$ cat config.mk
export PLATFORM = sky130hd
export DESIGN_NAME = id_stage_pipe
export DESIGN_NICKNAME = d
export VERILOG_FILES = /design/src/rtl/id_pkg.sv /design/src/rtl/id_decoder.sv /design/src/rtl/id_stage_pipe.sv
export SDC_FILE = /design/constraint.sdc
export NUM_CORES = 1
export LEC_CHECK = 0
export ABC_AREA = 1
export BUFFER_PORTS_ARGS = -buffer_cell sky130_fd_sc_hd__buf_2
export CORE_AREA = 2 2 157 159
export DETAILED_ROUTE_END_ITERATION = 8
export DIE_AREA = 0 0 159 161
export PLACE_DENSITY = 0.65
export SLEW_MARGIN = 5
export SYNTH_ARGS = -nofsm -noshare
export SYNTH_HDL_FRONTEND = slang
export SYNTH_SLANG_ARGS = --single-unit
$ cat constraint.sdc
create_clock -name clk -period 11.55 [get_ports clk]
set_input_delay 1.155 -clock clk [delete_from_list [all_inputs] [get_ports clk]]
set_output_delay 1.155 -clock clk [all_outputs]
set_load 0.1 [all_outputs]
$ cat src/rtl/id_pkg.sv
// Shared decode definitions for the ID stage: opcode/funct values, ALU and memory-length
// codes, immediate-format selectors and the ctrl_t bundle produced by id_decoder.
package id_pkg;

    localparam logic [5:0] OP_SPECIAL = 6'h00;
    localparam logic [5:0] OP_BEQ     = 6'h04;
    localparam logic [5:0] OP_BNE     = 6'h05;
    localparam logic [5:0] OP_ADDIU   = 6'h09;
    localparam logic [5:0] OP_SLTI    = 6'h0A;
    localparam logic [5:0] OP_ANDI    = 6'h0C;
    localparam logic [5:0] OP_ORI     = 6'h0D;
    localparam logic [5:0] OP_XORI    = 6'h0E;
    localparam logic [5:0] OP_LUI     = 6'h0F;
    localparam logic [5:0] OP_LB      = 6'h20;
    localparam logic [5:0] OP_LW      = 6'h23;
    localparam logic [5:0] OP_LBU     = 6'h24;
    localparam logic [5:0] OP_SB      = 6'h28;
    localparam logic [5:0] OP_SW      = 6'h2B;

    localparam logic [5:0] FN_SLL     = 6'h00;
    localparam logic [5:0] FN_SRL     = 6'h02;
    localparam logic [5:0] FN_SRA     = 6'h03;
    localparam logic [5:0] FN_ADDU    = 6'h21;
    localparam logic [5:0] FN_SUBU    = 6'h23;
    localparam logic [5:0] FN_AND     = 6'h24;
    localparam logic [5:0] FN_OR      = 6'h25;
    localparam logic [5:0] FN_XOR     = 6'h26;
    localparam logic [5:0] FN_NOR     = 6'h27;
    localparam logic [5:0] FN_SLT     = 6'h2A;
    localparam logic [5:0] FN_SLTU    = 6'h2B;

    localparam logic [3:0] ALU_ADD    = 4'd0;
    localparam logic [3:0] ALU_SUB    = 4'd1;
    localparam logic [3:0] ALU_AND    = 4'd2;
    localparam logic [3:0] ALU_OR     = 4'd3;
    localparam logic [3:0] ALU_XOR    = 4'd4;
    localparam logic [3:0] ALU_NOR    = 4'd5;
    localparam logic [3:0] ALU_SLT    = 4'd6;
    localparam logic [3:0] ALU_SLTU   = 4'd7;
    localparam logic [3:0] ALU_SLL    = 4'd8;
    localparam logic [3:0] ALU_SRL    = 4'd9;
    localparam logic [3:0] ALU_SRA    = 4'd10;
    localparam logic [3:0] ALU_LUI    = 4'd11;
    localparam logic [3:0] ALU_BEQ    = 4'd12;
    localparam logic [3:0] ALU_BNE    = 4'd13;

    localparam logic [1:0] MEMLEN_BYTE = 2'd0;
    localparam logic [1:0] MEMLEN_WORD = 2'd2;

    localparam logic [1:0] IMM_SEXT   = 2'd0;
    localparam logic [1:0] IMM_ZEXT   = 2'd1;
    localparam logic [1:0] IMM_LUI    = 2'd2;
    localparam logic [1:0] IMM_SHAMT  = 2'd3;

    typedef struct packed {
        logic [3:0] alusel;
        logic [1:0] imm_sel;
        logic       use_rs;
        logic       use_rt;
        logic [4:0] wa;
        logic       regwe;
        logic       memrd;
        logic       memwe;
        logic [1:0] memlen;
        logic       is_branch;
        logic       br_ne;
        logic       illegal;
    } ctrl_t;

endpackage

$ cat src/rtl/id_decoder.sv
// Combinational instruction decoder: opcode/funct/rt/rd fields to the ctrl_t bundle.
// Unrecognised encodings raise illegal and decode as a NOP with no sources.
module id_decoder
    import id_pkg::*;
(
    input  logic [5:0] opcode,
    input  logic [5:0] funct,
    input  logic [4:0] rt,
    input  logic [4:0] rd,
    output ctrl_t      ctrl
);

    always_comb begin
        ctrl         = '0;
        ctrl.alusel  = ALU_ADD;
        ctrl.imm_sel = IMM_SEXT;
        ctrl.memlen  = MEMLEN_WORD;
        case (opcode)
            OP_SPECIAL: begin
                ctrl.use_rs = 1'b1;
                ctrl.use_rt = 1'b1;
                ctrl.wa     = rd;
                ctrl.regwe  = 1'b1;
                case (funct)
                    FN_SLL: begin
                        ctrl.alusel  = ALU_SLL;
                        ctrl.use_rs  = 1'b0;
                        ctrl.imm_sel = IMM_SHAMT;
                    end
                    FN_SRL: begin
                        ctrl.alusel  = ALU_SRL;
                        ctrl.use_rs  = 1'b0;
                        ctrl.imm_sel = IMM_SHAMT;
                    end
                    FN_SRA: begin
                        ctrl.alusel  = ALU_SRA;
                        ctrl.use_rs  = 1'b0;
                        ctrl.imm_sel = IMM_SHAMT;
                    end
                    FN_ADDU: ctrl.alusel = ALU_ADD;
                    FN_SUBU: ctrl.alusel = ALU_SUB;
                    FN_AND:  ctrl.alusel = ALU_AND;
                    FN_OR:   ctrl.alusel = ALU_OR;
                    FN_XOR:  ctrl.alusel = ALU_XOR;
                    FN_NOR:  ctrl.alusel = ALU_NOR;
                    FN_SLT:  ctrl.alusel = ALU_SLT;
                    FN_SLTU: ctrl.alusel = ALU_SLTU;
                    default: ctrl.illegal = 1'b1;
                endcase
            end
            OP_ADDIU, OP_SLTI, OP_ANDI, OP_ORI, OP_XORI, OP_LUI: begin
                ctrl.use_rs = (opcode != OP_LUI);
                ctrl.wa     = rt;
                ctrl.regwe  = 1'b1;
                case (opcode)
                    OP_SLTI: ctrl.alusel = ALU_SLT;
                    OP_ANDI: begin
                        ctrl.alusel  = ALU_AND;
                        ctrl.imm_sel = IMM_ZEXT;
                    end
                    OP_ORI: begin
                        ctrl.alusel  = ALU_OR;
                        ctrl.imm_sel = IMM_ZEXT;
                    end
                    OP_XORI: begin
                        ctrl.alusel  = ALU_XOR;
                        ctrl.imm_sel = IMM_ZEXT;
                    end
                    OP_LUI: begin
                        ctrl.alusel  = ALU_LUI;
                        ctrl.imm_sel = IMM_LUI;
                    end
                    default: ctrl.alusel = ALU_ADD;
                endcase
            end
            OP_LB, OP_LBU, OP_LW: begin
                ctrl.use_rs = 1'b1;
                ctrl.wa     = rt;
                ctrl.regwe  = 1'b1;
                ctrl.memrd  = 1'b1;
                ctrl.memlen = (opcode == OP_LW) ? MEMLEN_WORD : MEMLEN_BYTE;
            end
            OP_SB, OP_SW: begin
                ctrl.use_rs = 1'b1;
                ctrl.use_rt = 1'b1;
                ctrl.memwe  = 1'b1;
                ctrl.memlen = (opcode == OP_SW) ? MEMLEN_WORD : MEMLEN_BYTE;
            end
            OP_BEQ, OP_BNE: begin
                ctrl.use_rs    = 1'b1;
                ctrl.use_rt    = 1'b1;
                ctrl.is_branch = 1'b1;
                ctrl.br_ne     = (opcode == OP_BNE);
                ctrl.alusel    = (opcode == OP_BNE) ? ALU_BNE : ALU_BEQ;
            end
            default: ctrl.illegal = 1'b1;
        endcase

        if (ctrl.illegal) begin
            ctrl.regwe  = 1'b0;
            ctrl.memrd  = 1'b0;
            ctrl.memwe  = 1'b0;
            ctrl.use_rs = 1'b0;
            ctrl.use_rt = 1'b0;
            ctrl.wa     = 5'd0;
        end
        // $0 is never written, so a write to it is dropped here once for all formats
        if (ctrl.wa == 5'd0) ctrl.regwe = 1'b0;
    end

endmodule

$ cat src/rtl/id_stage_pipe.sv
// MIPS decode stage: decode, register read with WB bypass, load-use hazard, ID/EX register.
// Define ID_BRANCH_EN to resolve BEQ/BNE in ID and drive redir_valid/redir_pc.
module id_stage_pipe
    import id_pkg::*;
#(
    parameter int XLEN   = 32,
    parameter int REG_AW = 5,
    parameter int ALU_W  = 4
) (
    input  logic              clk,
    input  logic              rst,
    input  logic              if_valid,
    input  logic [31:0]       if_inst,
    input  logic [XLEN-1:0]   if_pc,
    output logic              id_ready,
    input  logic              flush,
    output logic [REG_AW-1:0] rf_ra1,
    output logic [REG_AW-1:0] rf_ra2,
    input  logic [XLEN-1:0]   rf_rd1,
    input  logic [XLEN-1:0]   rf_rd2,
    input  logic              wb_we,
    input  logic [REG_AW-1:0] wb_wa,
    input  logic [XLEN-1:0]   wb_wd,
    input  logic              ex_ready,
    output logic              ex_valid,
    output logic [XLEN-1:0]   ex_pc,
    output logic [ALU_W-1:0]  ex_alusel,
    output logic [XLEN-1:0]   ex_a,
    output logic [XLEN-1:0]   ex_b,
    output logic [XLEN-1:0]   ex_imm,
    output logic [REG_AW-1:0] ex_rs,
    output logic [REG_AW-1:0] ex_rt,
    output logic [REG_AW-1:0] ex_wa,
    output logic              ex_regwe,
    output logic              ex_memrd,
    output logic              ex_memwe,
    output logic [1:0]        ex_memlen,
    output logic              ex_illegal,
    output logic              redir_valid,
    output logic [XLEN-1:0]   redir_pc,
    input  logic              exm_we,
    input  logic [REG_AW-1:0] exm_wa,
    input  logic [XLEN-1:0]   exm_wd,
    input  logic              exm_memrd
);

    function automatic logic [XLEN-1:0] ext_imm(input logic [1:0] sel, input logic [15:0] imm,
                                                input logic [4:0] sa);
        logic signed [15:0] simm;
        logic signed [31:0] lui;
        simm = imm;
        lui  = {imm, 16'h0000};
        case (sel)
            IMM_ZEXT:  return XLEN'(imm);
            IMM_LUI:   return XLEN'(lui);
            IMM_SHAMT: return XLEN'(sa);
            default:   return XLEN'(simm);
        endcase
    endfunction

    function automatic logic src_hit(input logic [REG_AW-1:0] r, input logic [REG_AW-1:0] rs,
                                     input logic [REG_AW-1:0] rt, input logic use_rs,
                                     input logic use_rt);
        return (r != '0) && ((use_rs && r == rs) || (use_rt && r == rt));
    endfunction

    ctrl_t             ctrl_p0;
    logic [REG_AW-1:0] rs_p0, rt_p0;
    logic [XLEN-1:0]   a_p0, b_p0, imm_p0;
    logic              load_use, br_haz, hazard, adv, issue_p0, br_nop;

    logic              vld_p1, regwe_p1, memrd_p1, memwe_p1, illegal_p1;
    logic [XLEN-1:0]   pc_p1, a_p1, b_p1, imm_p1;
    logic [ALU_W-1:0]  alusel_p1;
    logic [REG_AW-1:0] rs_p1, rt_p1, wa_p1;
    logic [1:0]        memlen_p1;

    // ---- ID (p0): decode, register read, bypass, hazard ----
    id_decoder u_dec (
        .opcode (if_inst[31:26]),
        .funct  (if_inst[5:0]),
        .rt     (if_inst[20:16]),
        .rd     (if_inst[15:11]),
        .ctrl   (ctrl_p0)
    );

    assign rs_p0  = REG_AW'(if_inst[25:21]);
    assign rt_p0  = REG_AW'(if_inst[20:16]);
    assign rf_ra1 = rs_p0;
    assign rf_ra2 = rt_p0;
    assign imm_p0 = ext_imm(ctrl_p0.imm_sel, if_inst[15:0], if_inst[10:6]);

    always_comb begin
        a_p0 = rf_rd1;
        b_p0 = rf_rd2;
        if (wb_we && wb_wa == rs_p0) a_p0 = wb_wd;
        if (wb_we && wb_wa == rt_p0) b_p0 = wb_wd;
        if (rs_p0 == '0) a_p0 = '0;
        if (rt_p0 == '0) b_p0 = '0;
    end

    assign load_use = vld_p1 && memrd_p1 &&
                      src_hit(wa_p1, rs_p0, rt_p0, ctrl_p0.use_rs, ctrl_p0.use_rt);
    assign hazard   = load_use | br_haz;
    assign adv      = ex_ready | ~vld_p1;
    assign id_ready = adv & ~hazard & ~flush;
    assign issue_p0 = if_valid & ~hazard;

`ifdef ID_BRANCH_EN
    logic [XLEN-1:0] br_a, br_b, br_target;
    logic            br_taken, br_accept, redir_vld_p1;
    logic [XLEN-1:0] redir_pc_p1;

    // EX/MEM results are newer than WB, so they win the compare-operand bypass
    always_comb begin
        br_a = a_p0;
        br_b = b_p0;
        if (exm_we && exm_wa == rs_p0 && rs_p0 != '0) br_a = exm_wd;
        if (exm_we && exm_wa == rt_p0 && rt_p0 != '0) br_b = exm_wd;
    end

    assign br_haz = ctrl_p0.is_branch &&
                    ((vld_p1 && regwe_p1 &&
                      src_hit(wa_p1, rs_p0, rt_p0, ctrl_p0.use_rs, ctrl_p0.use_rt)) ||
                     (exm_memrd &&
                      src_hit(exm_wa, rs_p0, rt_p0, ctrl_p0.use_rs, ctrl_p0.use_rt)));
    assign br_taken  = ctrl_p0.is_branch & (ctrl_p0.br_ne ? (br_a != br_b) : (br_a == br_b));
    assign br_accept = if_valid & id_ready & br_taken;
    assign br_target = if_pc + XLEN'(4) + (imm_p0 << 2);
    assign br_nop    = ctrl_p0.is_branch;

    always_ff @(posedge clk or posedge rst) begin
        if (rst) begin
            redir_vld_p1 <= 1'b0;
            redir_pc_p1  <= '0;
        end else begin
            redir_vld_p1 <= br_accept;
            if (br_accept) redir_pc_p1 <= br_target;
        end
    end

    assign redir_valid = redir_vld_p1;
    assign redir_pc    = redir_pc_p1;
`else
    logic unused_exm;
    assign unused_exm  = ^{exm_we, exm_wa, exm_wd, exm_memrd};
    assign br_haz      = 1'b0;
    assign br_nop      = 1'b0;
    assign redir_valid = 1'b0;
    assign redir_pc    = '0;
`endif

    // ---- ID/EX (p1) register ----
    always_ff @(posedge clk or posedge rst) begin
        if (rst) begin
            vld_p1     <= 1'b0;
            pc_p1      <= '0;
            alusel_p1  <= '0;
            a_p1       <= '0;
            b_p1       <= '0;
            imm_p1     <= '0;
            rs_p1      <= '0;
            rt_p1      <= '0;
            wa_p1      <= '0;
            regwe_p1   <= 1'b0;
            memrd_p1   <= 1'b0;
            memwe_p1   <= 1'b0;
            memlen_p1  <= '0;
            illegal_p1 <= 1'b0;
        end else if (flush) begin
            vld_p1   <= 1'b0;
            regwe_p1 <= 1'b0;
            memrd_p1 <= 1'b0;
            memwe_p1 <= 1'b0;
        end else if (adv) begin
            vld_p1     <= issue_p0;
            pc_p1      <= if_pc;
            alusel_p1  <= br_nop ? ALU_W'(ALU_ADD) : ALU_W'(ctrl_p0.alusel);
            a_p1       <= a_p0;
            b_p1       <= b_p0;
            imm_p1     <= imm_p0;
            rs_p1      <= rs_p0;
            rt_p1      <= rt_p0;
            wa_p1      <= REG_AW'(ctrl_p0.wa);
            regwe_p1   <= ctrl_p0.regwe & issue_p0;
            memrd_p1   <= ctrl_p0.memrd & issue_p0;
            memwe_p1   <= ctrl_p0.memwe & issue_p0;
            memlen_p1  <= ctrl_p0.memlen;
            illegal_p1 <= ctrl_p0.illegal & issue_p0;
        end
    end

    assign ex_valid   = vld_p1;
    assign ex_pc      = pc_p1;
    assign ex_alusel  = alusel_p1;
    assign ex_a       = a_p1;
    assign ex_b       = b_p1;
    assign ex_imm     = imm_p1;
    assign ex_rs      = rs_p1;
    assign ex_rt      = rt_p1;
    assign ex_wa      = wa_p1;
    assign ex_regwe   = regwe_p1;
    assign ex_memrd   = memrd_p1;
    assign ex_memwe   = memwe_p1;
    assign ex_memlen  = memlen_p1;
    assign ex_illegal = illegal_p1;

endmodule

After elaboration in Yosys (flattened, before gate mapping)
Index checks and enable logic that the tools add are counted.
{"block": "word_totals", "input_bits": 210, "ff_bits": 154}
{"block": "op_classes", "n_eq_ne": 31, "bitwise_logic": 11, "mux": 32, "n_reduce_logical": 27}
{"operator": "$mux 32", "n": 4}
{"operator": "$pmux 32 s3", "n": 1}
{"operator": "$eq 6x6->1 const B", "n": 13}
{"operator": "$pmux 4 s10", "n": 1}
{"operator": "$eq 6x4->1 const B", "n": 6}
{"operator": "$eq 5x5->1", "n": 4}
{"operator": "$pmux 4 s5", "n": 1}
{"operator": "$logic_not 5->1", "n": 3}
{"operator": "$mux 1", "n": 14}
{"operator": "$reduce_or 13->1", "n": 1}
{"operator": "$eq 6x2->1 const B", "n": 2}
{"operator": "$eq 6x3->1 const B", "n": 2}
{"operator": "$logic_not 6->1", "n": 2}
{"operator": "$pmux 2 s2", "n": 3}
{"operator": "$pmux 4 s3", "n": 1}
{"operator": "$pmux 6 s2", "n": 1}
{"operator": "$reduce_or 11->1", "n": 1}
{"operator": "$mux 10", "n": 1}
{"operator": "$reduce_or 3->1", "n": 3}
{"operator": "$reduce_or 9->1", "n": 1}
{"operator": "$and 1x1->1", "n": 7}
{"operator": "$logic_and 1x1->1", "n": 7}
{"operator": "$reduce_or 7->1", "n": 1}
{"operator": "$ne 6x4->1 const B", "n": 1}
{"operator": "15 further kinds", "n": 20}

Longest topological paths before layout
Gate-level depths: netlist of the first run.
{"block": "depth", "word_depth": 14, "ltp_mapped": 13, "depth_no_buf": 13}

Hierarchy
Synthesis of the first run repeated with hierarchy kept, for this count alone.
{"block": "unflattened", "cells_unflattened": 1147, "hier_area_um2": 8464.4}
{"mod": "id_stage_pipe", "n_inst": 1, "cells_each": 1037, "seq_area_each_um2": 3853.7, "area_per_inst_um2": 7833.8}
{"mod": "id_decoder", "n_inst": 1, "cells_each": 110, "seq_area_each_um2": 0.0, "area_per_inst_um2": 630.6}

Worst setup path after synthesis of the first run
Ideal clock, no wire load.
{"block": "synth_timing", "path_type": "input to output", "startpoint": "input if_inst[31]", "endpoint": "output id_ready", "path_buffers": 0, "setup_slack_ns": 7.061, "arrival_time_ns": 3.334, "stages": 7, "cell_sequence": "nor2_4 nand3_2 nor2_1 nand3_2 nand2_1 nor2_1 a21oi_1"}
{"block": "synth_via", "elab_chain_cells": 11}
{"item": "from (decl)", "line": "id_stage_pipe.sv:13", "rtl": "input logic [31:0] if_inst,"}
{"item": "$eq 6x6->1 (tied with other cells)", "line": "id_decoder.sv:18", "rtl": "case (opcode)"}
{"item": "$reduce_or 13->1 (no line) (tied with other cells)"}
{"item": "$pmux 1 s2 (tied with other cells)", "line": "id_decoder.sv:18"}
{"item": "$mux 10 *", "line": "id_decoder.sv:99", "rtl": "if (ctrl.illegal) begin"}
{"item": "$logic_and 1x1->1", "line": "id_stage_pipe.sv:64", "rtl": "return (r != '0) && ((use_rs && r == rs) || (use_rt && r == rt));"}
{"item": "$logic_or 1x1->1 *", "line": "id_stage_pipe.sv:64"}
{"item": "$logic_and 1x1->1 *", "line": "id_stage_pipe.sv:64"}
{"item": "$logic_and 1x1->1 *", "line": "id_stage_pipe.sv:102", "rtl": "assign load_use = vld_p1 && memrd_p1 &&"}
{"item": "$not 1->1 *", "line": "id_stage_pipe.sv:106", "rtl": "assign id_ready = adv & ~hazard & ~flush;"}
{"item": "$and 1x1->1 * (2 in a row)", "line": "id_stage_pipe.sv:106"}
{"item": "to (decl)", "line": "id_stage_pipe.sv:15", "rtl": "output logic id_ready,"}
Mark *: on every way between the ends. The rest lies on a longest branch, timed or not.

Worst setup path after layout of the first run
Ends and elaborated chain as after synthesis.

==> metrics.txt, run 1 <==
clock sink total 153; via/cell ratio 4.562; Clock Skew between 0.015 and 0.02 ns; Critical Path Source Type primary input; status finished clean; layout cells sized above 1 about 30%; IO Port Bufs 334; Avg Synthesized Cell Area 7.701 um^2; relative slew slack about a fifth; total negative slack 0 ns; Tcrit/Tclk final 34.62%; Ports 408; setup repair bufs after CTS 0; Power Total 2.011 mW; largest net degree at the start of global routing 117; fin crit period 3.998 ns; WL per Instance 14.68 um; Fillers 2508; initial core utilization 31.94%; ANT nets after route 0; CTS Buffer Depth 2; Hold Crit Depth 2; Placed Area about 9400 um^2; pwr dens about 200 nW/um^2; post-synthesis sequential area ratio between 50% and 60%; Final Util 41.80%; critical path peak fanout 16; final WL 24030 um; grt ovf 0; Netlist cell types 38; via count of the routed design 7468; worst-skew pair later-pin latency 0.42 ns; root buffer cell clkbuf_16; Pre-antenna DRT Iters 5; PnR worst setup slack approximately 7.6 ns; hold slack approximately 0.47 ns; critical path type primary input to output pin; unrepaired setup endpoints after global routing false; htree depth 4; initial antenna violation count 2; CTS resizes 0; Max Cap Viol 0; DRC Markers 0; Final Setup Violations 0; Clock transition at path regs 0.06 ns; die footprint ~26000 um^2; Peak VDD IR 74.72 uV; first-pass GRT wire length 37720 um; Final Hold Viols 0; Die Height about 160 um; Die W 159 um; Finished Layout Cells 1637; Ys Warns 0; vias in the first global route about 7000; worst slew pin tran 1.211 ns; Detail Placement HPWL 17360 um; routability cong. 0.8643; endpoint class of the critical path output pin; post-route cell area ~10000 um^2; worst reg-to-reg path cell count 6; gr usage total approximately 18%; Synth-to-Final Area Change 30.84%; area of the mapped netlist 7655 um^2; Worst EP required 10.40 ns; CTS tree yes; DRT iter0 DRCs ~480; post-place setup slack 7.539 ns; standard-cell rows 57; max frequency roughly 0.25 GHz; CTS Hold Bufs 0; core area between 20000 and 25000 um^2; Leak ~5.6 nW; dpl cells 1604; Yosys reg bits 153; data arrival time of the worst path 2.84 ns; type of the worst min-delay path flop to flop; Mapped Cells 994; fin. max-slew vios 0; TritonCTS Buffers 17; fin nets 1509
[area by class of cell]
type                       count  area, um^2  share of cell area [%]
clock buffer                  17       425.4                   4.247
timing repair buffer         341        1724                   17.21
inverter                      79       301.5                   3.011
multi-input combinational    707        3128                   31.23
tap                          324       405.4                   4.047
antenna                        1       2.502                 0.02498
sequential                   153        3829                   38.23
clock inverter                15       200.2                   1.999
[power breakdown]
group          switching (mW)  internal (mW)
registers              0.0326          0.598
logic                   0.673          0.108
clock network           0.250          0.350
total                   0.955           1.06
[layout by cell type (no fill, tap or decap), types with 5 or more instances in the layout]
cell type / instances
o21ai_1: 11
conb_1: 34
o21ai_0: 90
inv_1: 73
nand3_1: 15
nor3_1: 5
o211ai_1: 15
dfrtp_1: 153
inv_2: 5
nor2_1: 95
inv_6: 7
a31oi_1: 5
clkbuf_16: 17
buf_4: 7
nand2_1: 356
a21oi_1: 40
buf_2: 334
nand4_1: 6
[worst max-delay path, stage by stage]
cell	delay, ns
buf_2	0.12
nor2_4	0.17
nand3_2	0.35
nand2_1	0.18
nand3_1	0.12
nand2_1	0.08
nand2_1	0.06
a21oi_1	0.13
buf_2	0.47
[cells by family (layout without fill, tap and decap cells)]
kind of cell | after synthesis | after routing | synth area share [%]
buffers and inverters | 167 | 452 | 10.90
AND/OR/NAND/NOR | 490 | 490 | 25.61
other | 1 | 35 | 0.04899
AO/OA/AOI/OAI | 177 | 177 | 12.73
XOR/XNOR | 6 | 6 | 0.6865
flip-flops | 153 | 153 | 50.02
[cells in the mapped netlist, drive strengths merged]
library cell  count  share of area (%)
a211oi            2               0.20
conb              1              0.049
clkbuf           24                1.2
o31ai             1              0.098
or2               2               0.20
xnor2             2               0.23
o21ai           103                6.7
nand2           359                 18
o221ai            3               0.34
buf              64                5.9
o22a              1               0.11
a21oi            40                2.6
nand4             8               0.93
nor3              5               0.33
a31oi             5               0.41
o22ai             4               0.33
xor2              4               0.46
nor2             97                4.9
inv              79                3.9
dfrtp           153                 50
o311ai            1               0.11
o211ai           15                1.5
nand3            19                1.5
a221oi            2               0.31
[state kept, by name, indices dropped and copies added, names as in the netlist]
register	cells
ex_a	32
ex_alusel	4
ex_b	32
ex_illegal	1
ex_imm	32
ex_memlen	1
ex_memrd	1
ex_memwe	1
ex_pc	32
ex_regwe	1
ex_rs	5
ex_rt	5
ex_valid	1
ex_wa	5
[worst paths after layout]
| path | endpoint | slack, ns | from |
|---|---|---|---|
| setup / recovery | id_ready | 7.55 | if_inst[31] |
| hold / removal | ex_a[27] | 0.47 | ex_a[27] |
| setup reg to reg | ex_imm[19] | 9.04 | ex_valid |
| hold reg to reg | ex_a[27] | 0.47 | ex_a[27] |
| max in group asynchronous | ex_alusel[0] | 9.17 | rst |
| min in group asynchronous | ex_b[20] | 0.85 | rst |
[per-layer routing]
layer	routed length (um)	GRT usage [%]	part of all wire (%)	up-vias
li1	-	-	-	3691
met1	10680	24.21	44	3443
met2	11220	30.22	47	307
met3	1608	4.237	6.7	25
met4	515	6.198	2.1	2
met5	16	0	0.067	-
Power figures use the tool's default switching activity.
==> run 2, diff against run 1 <==
- PLACE_DENSITY: 0.65 -> 0.68
- clock period: 11.55 -> 3.2 ns (I/O delays scaled with it)
==> run 2 against run 1 <==
Clock-buffer cell count up 1. Critical path type is now flop to output pin. Register-to-register slack got worse by 8.1 ns. Clock power increased to 3.4 times the previous value. Largest cell class unchanged. Non-clock buffer count grew 2. First-iteration DRC count up 29%. Sequential cell count unchanged. Clock skew down 0.0097 ns. Power grew to 3.5 times the previous value. Combinational power rose to 3.6 times the previous value. Die area stayed put.
==> metrics.txt, run 2 (synthesized netlist as in run 1, its figures left out) <==
Die Height 161 um; total negative slack 0 ns; IO Port Bufs approximately 330; Pre-antenna DRT Iters 5; Reg2Reg Setup Slack 0.98 ns; Final Setup Violations 0; type of the worst min-delay path primary input to flop; Clock power frac between 20 and 30%; fin. max-slew vios 0; status finished clean; standard-cell rows 57; core area 23960 um^2; setup repair bufs after CTS 0; Clock transition at path regs 0.07 ns; die footprint 25600 um^2; data arrival time of the worst path 2.02 ns; Sw Ratio 49.23%; Hold Path Origin if_pc[15]; DRC Markers 0; Seq pwr share 32.0%; ANT nets after route 0; fin crit period 2.338 ns; post-route cell area 10020 um^2; initial core utilization a little under a third; CTS resizes 0; TritonCTS Buffers 17; Bufs and invs on worst path 1; vias in the first global route 7213; max frequency 0.4278 GHz; CTS Buffer Depth 2; layout cells sized above 1 between 30% and 40%; DRT iter0 DRCs 613; Detail Placement HPWL 17540 um; critical path cell sequence or2_2, nand4_1, nor3_1, nand2_1, nand2_1, a21oi_2, buf_2; register area 3829 um^2; Hold Crit Depth 3; met3 wire length 2023 um; gr usage total 18.84%; root buffer cell clkbuf_16; critical path peak fanout 6; relative slew slack 33.41%; worst reg-to-reg path cell count 8; dpl cells 1606; Leak 5.630 nW; Top Metal Used met5; first-pass GRT wire length between 30000 and 40000 um; Fillers 2476; largest net degree at the start of global routing 163; via/cell ratio about 4.6; grt ovf 0; Critical Path Source Type flop; CTS tree yes; critical path type flop to output pin; Critical R2R Capture ex_b[17]; Clock Skew 0.008504 ns; Final Hold Viols 0; CTS Hold Bufs 0; Routed met2 length 11700 um; footprint of the multi-input gates 3132 um^2; WL per Instance 14.97 um; Ports 408; routability cong. 0.8653; unrepaired setup endpoints after global routing false; pwr dens 711.4 nW/um^2; Placed Area ~9400 um^2; combinational cell fraction of total power 39.6%; Max Cap Viol 0; slowest cell on the critical path dfrtp_1; final WL approximately 25000 um; Tcrit/Tclk final 73.05%; Finished Layout Cells between 1500 and 2000; Synth-to-Final Area Change 30.94%; Die W 159 um; via count of the routed design about 7600; slowest cell delay on critical path 0.46 ns; fin nets roughly 1500; most frequent CP cell nand2_1; worst slew pin tran 0.9978 ns; Worst EP required 2.88 ns; Switching Power 3.511 mW; clock sink total ~150; Worst path top cell family by delay simple AND/OR/NAND/NOR gates; DRT met1 WL 10410 um; initial antenna violation count 4; most common cell after layout, fill and taps aside nand2_1; Pint 3.620 mW; worst-skew pair later-pin latency 0.41 ns; most frequent cells in the layout nand2_1, buf_2, dfrtp_1, nor2_1, o21ai_0; htree depth 4; r2r startpoint ex_valid; Final Util 41.83%; Worst Hold Endpoint ex_pc[15]; Power Total around 7.1 mW; endpoint class of the critical path output pin; Peak VDD IR 303.6 uV
[run 2: how the worst max path moves through the flow]
stage	start	end	depth (start not counted)
detailed placement	ex_ready	ex_b[17]	10
finish	ex_wa[4]	id_ready	7
CTS	ex_valid	id_ready	5
global route	ex_valid	ex_b[17]	8
global placement	ex_ready	ex_b[17]	10
floorplan	ex_valid	id_ready	5
[run 2: worst reg2reg max path, stage by stage, from the launching register on]
cell and delay (ns):
dfrtp_1 0.40, nand2_1 0.16, nand2_4 0.08, inv_2 0.42, o21ai_2 0.42, buf_4 0.34, a21oi_1 0.12, o21ai_0 0.12
nand2_1 0.09
[run 2: per-stage QoR]
stage	hold slack [ns]	setup slack, ns
detailed placement	0.4593	0.9422
finish	0.08591	0.8624
floorplan	0.4131	0.4718
CTS	0.05852	0.8104
global route	0.07353	0.7702
global placement	0.4571	0.9271
[run 2: layout make-up]
| cell class | instances | area share (%) |
|---|---|---|
| Antenna cell | 2 | 0.04993 |
| Clock buffer | 18 | 4.381 |
| Clock inverter | 14 | 1.485 |
| Inverter | 79 | 2.996 |
| Multi-Input combinational cell | 707 | 31.24 |
| Sequential cell | 153 | 38.20 |
| Tap cell | 324 | 4.044 |
| Timing Repair Buffer | 343 | 17.60 |
[run 2: per-layer routing]
| metal | track usage [%] | vias up |
|---|---|---|
| met2 | 30.69 | 352 |
| met4 | 5.537 | 2 |
| met1 | 24.43 | 3498 |
| li1 | - | 3707 |
| met5 | 0 | - |
| met3 | 5.496 | 30 |
[run 2: power groups by stage]
| stage | Clock [mW] | Sequential (mW) | Combinational [mW] |
|---|---|---|---|
| floorplan | 0 | 3.97 | 0.668 |
| global placement | 0 | 2.31 | 2.82 |
| detailed placement | 0 | 2.31 | 2.83 |
| finish | 2.03 | 2.28 | 2.82 |
| global route | 2.17 | 2.31 | 2.94 |
| CTS | 2.10 | 2.28 | 2.84 |
